### src/rtl/mem_arbiter.sv
// mem_arbiter
//   Shares one single-ported memory between instruction fetch (IF, read-only)
//   and load/store (LS). One transaction in flight at a time; the memory
//   request fields are registered at accept. A per-transaction timeout forces
//   an error completion if the memory does not respond.
//
// Ports
//   clk, rst                   clock (rising edge), synchronous active-high reset
//   if_req_i / if_addr_i       IF read request and address
//   if_gnt_o                   IF request accepted (1-cycle pulse)
//   if_rvalid_o/rdata_o/err_o  IF response, data, timeout error
//   ls_req_i / ls_we_i / ls_addr_i / ls_wdata_i / ls_wsize_i   LS request
//   ls_gnt_o / ls_rvalid_o / ls_rdata_o / ls_err_o             LS handshake
//   mem_req_o / mem_we_o / mem_addr_o / mem_wdata_o / mem_wsize_o  memory request
//   mem_gnt_i / mem_rvalid_i / mem_rdata_i                         memory handshake
//
// Build option
//   ARB_RR_EN  round-robin on simultaneous requests (default: LS over IF)
//
// state  | meaning
// -------+-------------------------------------------------------------
// IDLE   | no transaction; accept the arbitration winner
// REQ    | mem_req_o high, waiting for mem_gnt_i
// RESP   | granted, waiting for mem_rvalid_i
module mem_arbiter #(
  parameter int AW             = 32,
  parameter int DW             = 32,
  parameter int TIMEOUT_CYCLES = 255
) (
  input  logic          clk,
  input  logic          rst,
  input  logic          if_req_i,
  input  logic [AW-1:0] if_addr_i,
  output logic          if_gnt_o,
  output logic          if_rvalid_o,
  output logic [DW-1:0] if_rdata_o,
  output logic          if_err_o,
  input  logic          ls_req_i,
  input  logic          ls_we_i,
  input  logic [AW-1:0] ls_addr_i,
  input  logic [DW-1:0] ls_wdata_i,
  input  logic [1:0]    ls_wsize_i,
  output logic          ls_gnt_o,
  output logic          ls_rvalid_o,
  output logic [DW-1:0] ls_rdata_o,
  output logic          ls_err_o,
  output logic          mem_req_o,
  output logic          mem_we_o,
  output logic [AW-1:0] mem_addr_o,
  output logic [DW-1:0] mem_wdata_o,
  output logic [1:0]    mem_wsize_o,
  input  logic          mem_gnt_i,
  input  logic          mem_rvalid_i,
  input  logic [DW-1:0] mem_rdata_i
);

  typedef enum logic [1:0] {
    S_IDLE = 2'd0,
    S_REQ  = 2'd1,
    S_RESP = 2'd2
  } state_e;

  localparam int            CW       = $clog2(TIMEOUT_CYCLES + 1);
  // Counter holds k-1 in the k-th cycle after accept, so the timeout
  // completion lands exactly TIMEOUT_CYCLES cycles after the grant.
  localparam logic [CW-1:0] CNT_LAST = CW'(TIMEOUT_CYCLES - 1);

  state_e        state_q, state_d;
  logic          owner_ls_q, owner_ls_d;
  logic [CW-1:0] cnt_q, cnt_d;
  logic          mem_req_q, mem_req_d;
  logic          mem_we_q, mem_we_d;
  logic [AW-1:0] mem_addr_q, mem_addr_d;
  logic [DW-1:0] mem_wdata_q, mem_wdata_d;
  logic [1:0]    mem_wsize_q, mem_wsize_d;

  logic          pick_ls;
  logic          done;
  logic          done_err;
  logic          real_done;
  logic          timeout;
  logic [DW-1:0] resp_data;

`ifdef ARB_RR_EN
  logic last_ls_q, last_ls_d;
  // On contention the requester that was not served last wins.
  assign pick_ls = ls_req_i & (~if_req_i | ~last_ls_q);
`else
  assign pick_ls = ls_req_i;
`endif

  assign timeout   = (cnt_q == CNT_LAST);
  // Response in REQ only counts when the grant arrives in the same cycle.
  assign real_done = ((state_q == S_REQ) & mem_gnt_i & mem_rvalid_i) |
                     ((state_q == S_RESP) & mem_rvalid_i);

  always_comb begin
    state_d     = state_q;
    owner_ls_d  = owner_ls_q;
    cnt_d       = cnt_q;
    mem_req_d   = mem_req_q;
    mem_we_d    = mem_we_q;
    mem_addr_d  = mem_addr_q;
    mem_wdata_d = mem_wdata_q;
    mem_wsize_d = mem_wsize_q;
    if_gnt_o    = 1'b0;
    ls_gnt_o    = 1'b0;
    done        = 1'b0;
    done_err    = 1'b0;
`ifdef ARB_RR_EN
    last_ls_d   = last_ls_q;
`endif
    case (state_q)
      S_IDLE: begin
        if (if_req_i | ls_req_i) begin
          owner_ls_d = pick_ls;
          cnt_d      = '0;
          mem_req_d  = 1'b1;
          state_d    = S_REQ;
`ifdef ARB_RR_EN
          last_ls_d  = pick_ls;
`endif
          if (pick_ls) begin
            ls_gnt_o    = 1'b1;
            mem_we_d    = ls_we_i;
            mem_addr_d  = ls_addr_i;
            mem_wdata_d = ls_wdata_i;
            mem_wsize_d = ls_wsize_i;
          end else begin
            if_gnt_o    = 1'b1;
            mem_we_d    = 1'b0;
            mem_addr_d  = if_addr_i;
            mem_wdata_d = '0;
            mem_wsize_d = 2'b10;
          end
        end
      end
      S_REQ, S_RESP: begin
        cnt_d = cnt_q + CW'(1);
        if (real_done) begin
          done = 1'b1;
        end else if (timeout) begin
          done     = 1'b1;
          done_err = 1'b1;
        end else if ((state_q == S_REQ) && mem_gnt_i) begin
          mem_req_d = 1'b0;
          state_d   = S_RESP;
        end
        if (done) begin
          mem_req_d = 1'b0;
          state_d   = S_IDLE;
        end
      end
      default: state_d = S_IDLE;
    endcase
  end

  always_ff @(posedge clk) begin
    if (rst) begin
      state_q     <= S_IDLE;
      owner_ls_q  <= 1'b0;
      cnt_q       <= '0;
      mem_req_q   <= 1'b0;
      mem_we_q    <= 1'b0;
      mem_addr_q  <= '0;
      mem_wdata_q <= '0;
      mem_wsize_q <= 2'b00;
`ifdef ARB_RR_EN
      last_ls_q   <= 1'b0;
`endif
    end else begin
      state_q     <= state_d;
      owner_ls_q  <= owner_ls_d;
      cnt_q       <= cnt_d;
      mem_req_q   <= mem_req_d;
      mem_we_q    <= mem_we_d;
      mem_addr_q  <= mem_addr_d;
      mem_wdata_q <= mem_wdata_d;
      mem_wsize_q <= mem_wsize_d;
`ifdef ARB_RR_EN
      last_ls_q   <= last_ls_d;
`endif
    end
  end

  // Timeout completions return zero data.
  assign resp_data   = (done & ~done_err) ? mem_rdata_i : '0;

  assign if_rvalid_o = done & ~owner_ls_q;
  assign if_err_o    = done_err & ~owner_ls_q;
  assign if_rdata_o  = owner_ls_q ? '0 : resp_data;
  assign ls_rvalid_o = done & owner_ls_q;
  assign ls_err_o    = done_err & owner_ls_q;
  assign ls_rdata_o  = owner_ls_q ? resp_data : '0;

  assign mem_req_o   = mem_req_q;
  assign mem_we_o    = mem_we_q;
  assign mem_addr_o  = mem_addr_q;
  assign mem_wdata_o = mem_wdata_q;
  assign mem_wsize_o = mem_wsize_q;

endmodule

### config.mk
export PLATFORM = sky130hd
export DESIGN_NAME = mem_arbiter
export DESIGN_NICKNAME = d
export VERILOG_FILES = /design/src/rtl/mem_arbiter.sv
export SDC_FILE = /design/constraint.sdc
export NUM_CORES = 1
export LEC_CHECK = 0
export CAP_MARGIN = 0
export CORE_AREA = 2 2 107 109
export DETAILED_ROUTE_END_ITERATION = 16
export DIE_AREA = 0 0 109 111
export PLACE_DENSITY_LB_ADDON = 0.15
export SETUP_SLACK_MARGIN = 0.05
export SLEW_MARGIN = 20
export SYNTH_ARGS = -nofsm -noshare
export SYNTH_HDL_FRONTEND = slang
export SYNTH_SLANG_ARGS = --single-unit
### constraint.sdc
create_clock -name clk -period 4.55 [get_ports clk]
set_input_delay 1.365 -clock clk [delete_from_list [all_inputs] [get_ports clk]]
set_output_delay 1.365 -clock clk [all_outputs]
set_load 0.02 [all_outputs]
==> qor.yml <==
synth:
  synth_xor_area_share_pct: 1.64
  synth-simple-area-share_pct: 24.3
  yosys.area.top_type: "dfxtp_1"
  synth_cell_types: 35
  ys_warn_count: 0
  yosys-mux-area-fraction_pct: 8.59
  ys_seq_area_share_pct: 42.4
  synth_nets: 557
  syn_inst: 414
  ys_ff_latch: 79
  synth_area_um2: 3730
  syn_area_per_cell_um2: 9.00
  synth-adder-area-share_pct: 2.01
  synth-compound-area-share_pct: 15.7
  synth_top_family_by_area: "simple AND/OR/NAND/NOR gates"
  synth_area_leaders: "dfxtp_1 42%, and2_1 11%, mux2i_1 8.6%, nor2_1 8.2%, a22oi_1 7.0%"
  synth.top_cell.area_share_pct: 42.4
grt:
  grt_overflow: 0
  grt_pass1_vias: 3818
  grt_pass1_wl_um: 19600
  grt_max_degree: 43
  track_usage_pct: 21.1
  antenna_found_initial: 2
drt:
  totalWireLength_um: 12900
  vias_per_cell: 4.73
  wl_per_cell_um: 15.6
  drc: 0
  dr_total_vias: 3892
  drt_pass1_iterations: 4
  detail-route-antenna-nets: 0
  first_iter_violations: 219
worst_setup_path:
  worstSetupPathType: "in2out"
  crit_family: "buffers and inverters"
  crit_cells: 7
  cp_common_cell: "and2_1"
  critPathBufInv: 3
  cp-end-kind: "output pin"
  required_ns: 3.18
  arrival_ns: 2.98
  crit_path_start_kind: "input pin"
  reg2regPathDepth: 6
  cp_max_fo: 32
  rrSetupSlack_ns: 2.56
  slowest_delay_ns: 0.48
  worstReg2RegEnd: "cnt_q[1]"
  crit_chain: "clkdlybuf4s50_1 -> and2_1 -> o21ai_2 -> nor2_1 -> buf_12 -> and2_1 -> dlygate4sd2_1"
  rr_startpoint: "state_q[1]"
  slowest_stage: "clkdlybuf4s50_1"
final_layout:
  area_delta_synth_final_pct: 82.7
  drive_gt1_share_pct: 4.87
  layout.nets: 816
  stdcell_count: 823
placed_design:
  gp_congestion: 0.779
  io_buffers: 274
  dp.final_hpwl_um: 10200
  dp_cells: 805
timing:
  hold_slack_ns: 0.486
  timing.fmax_mhz: 230
  tightest_slew_ns: 0.809
  setup_violations: 0
  layout_min_cycle_time_ns: 4.34
  rsz0062_at_grt: "no"
  hold_viol: 0
  drv_slew: 0
  relSlewSlack_pct: 46.1
  skew_ns: 0.00468
  fin_crit_sh_pct: 95.4
worst_hold_path:
  hold_end: "mem_req_o"
  hold_depth: 2
  hp-class: "reg2reg"
  hold_path_startpoint: "mem_req_o"
clocking:
  htreeDepth: 3
  cts_sinks: 79
  cts_setup_buffers: 0
  tritoncts: "yes"
  insertion_delay_ns: 0.33
  clock_path_buffers: 2
  cts_made_buffers: 9
  root_buffer: "clkbuf_16"
  cts.clk_slew.worst_paths_ns: 0.05
status:
  status: "finished clean"
power_and_ir_drop:
  peakVddDrop_uv: 198
  finalPower_mw: 2.23
  powerDensity_nw_per_um2: 328
  power.leakage_nw: 3.00
run:
  drv_cap: 0
die:
  coreArea_um2: 11100
  die_area_um2: 12100
  start_util_pct: 33.6
  die_h_um: 111
  die_w_um: 109
  num_io_pins: 275
  rows: 39
## flip-flops by register name, summed over array words and instances, names as in the netlist
register     cells
state_q          2
mem_wdata_o     32
mem_addr_o      32
owner_ls_q       1
mem_we_o         1
mem_wsize_o      2
cnt_q            8
mem_req_o        1
## where the power goes
group          internal (mW)  total, mW  switching (mW)
clock                  0.468      0.734           0.266
sequential             0.773      0.817          0.0443
combinational          0.344      0.680           0.335
total                   1.58       2.23           0.646
## worst max-delay path by stage
stage | from | endpoint | slack [ns]
global placement | mem_gnt_i | ls_rdata_o[31] | -0.07
CTS | mem_gnt_i | if_rvalid_o | 0.09
finish | mem_gnt_i | ls_rdata_o[24] | 0.21
floorplan | mem_gnt_i | ls_rdata_o[10] | 0.95
global route | mem_gnt_i | ls_rdata_o[24] | 0.14
detailed placement | mem_gnt_i | ls_rdata_o[31] | -0.08
## area by class of cell
| type | instances | area, um2 |
|---|---|---|
| Fill cell | 969 | 4270 |
| Timing Repair Buffer | 283 | 2770 |
| Multi-Input combinational cell | 297 | 1950 |
| Sequential cell | 79 | 1580 |
| Clock buffer | 13 | 270 |
| Tap cell | 143 | 179 |
| Clock inverter | 3 | 40.0 |
| Inverter | 3 | 11.3 |
| Antenna cell | 2 | 5.00 |
## stage by stage
step	instance area [um2]	util, %	worst slack [ns]	TNS (ns)
finish	6810	61.5	0.210	0
global route	6810	61.4	0.139	0
CTS	6800	61.4	0.0859	0
detailed placement	6570	59.3	-0.0769	-0.555
global placement	6570	59.3	-0.0666	-0.216
floorplan	3730	-	0.947	0
## cell usage after synthesis, drive strengths merged
cell type / count
a211oi: 34
a21oi: 2
a22oi: 35
a31oi: 1
and2: 67
and3b: 1
buf: 22
clkbuf: 13
dfxtp: 79
ha: 6
inv: 3
mux2i: 32
nand2: 2
nand2b: 4
nand3: 3
nand4: 2
nor2: 81
nor2b: 1
nor3: 4
nor3b: 4
nor4: 2
nor4b: 1
o211a: 1
o21a: 1
o21ai: 3
o31ai: 1
or2: 1
or3: 1
xnor2: 7
## placed cells by master (no fill, tap or decap), types with 3 or more instances in the layout
| master | synthesis | routed |
|---|---|---|
| clkdlybuf4s50_1 | 0 | 204 |
| nor2_1 | 81 | 81 |
| dfxtp_1 | 79 | 79 |
| and2_1 | 67 | 67 |
| dlygate4sd2_1 | 0 | 66 |
| a22oi_1 | 35 | 35 |
| a211oi_1 | 33 | 33 |
| mux2i_1 | 32 | 32 |
| clkbuf_16 | 0 | 9 |
| xnor2_1 | 7 | 7 |
| ha_1 | 6 | 6 |
| buf_4 | 1 | 5 |
| nand2b_1 | 4 | 4 |
| nor3_1 | 4 | 4 |
| buf_12 | 0 | 4 |
| inv_1 | 3 | 3 |
| nand3_1 | 3 | 3 |
| nor3b_1 | 3 | 3 |
| clkbuf_8 | 0 | 3 |
## what timing repair did
action | CTS | global route
setup endpoints to repair | 66 | 2
resized for setup | 66 | 2
cloned | 0 | 0
hold buffers | 0 | 0
## worst register-to-register path, cell delays in order (launching register included)
cell,delay [ns]
dfxtp_1,0.33
inv_1,0.11
ha_1,0.28
nor3b_4,0.51
or3_1,0.23
nand2b_1,0.20
a211oi_2,0.25
## per-layer routing
| layer | GRT usage (%) | share of wire, % |
|---|---|---|
| met4 | 9.15 | 2.3 |
| met3 | 7.35 | 11 |
| met5 | 0 | 0 |
| met1 | 21.8 | 37 |
| met2 | 37.8 | 50 |
## cell families (layout without fill, tap and decap cells)
kind of cell,Yosys count,count (layout)
adder cells (fa/ha/maj),6,6
XOR/XNOR,7,7
AO/OA/AOI/OAI,78,78
buffers and inverters,38,302
AND/OR/NAND/NOR,174,174
other,0,2
flip-flops,79,79
multiplexers,32,32
Power figures use the tool's default switching activity.
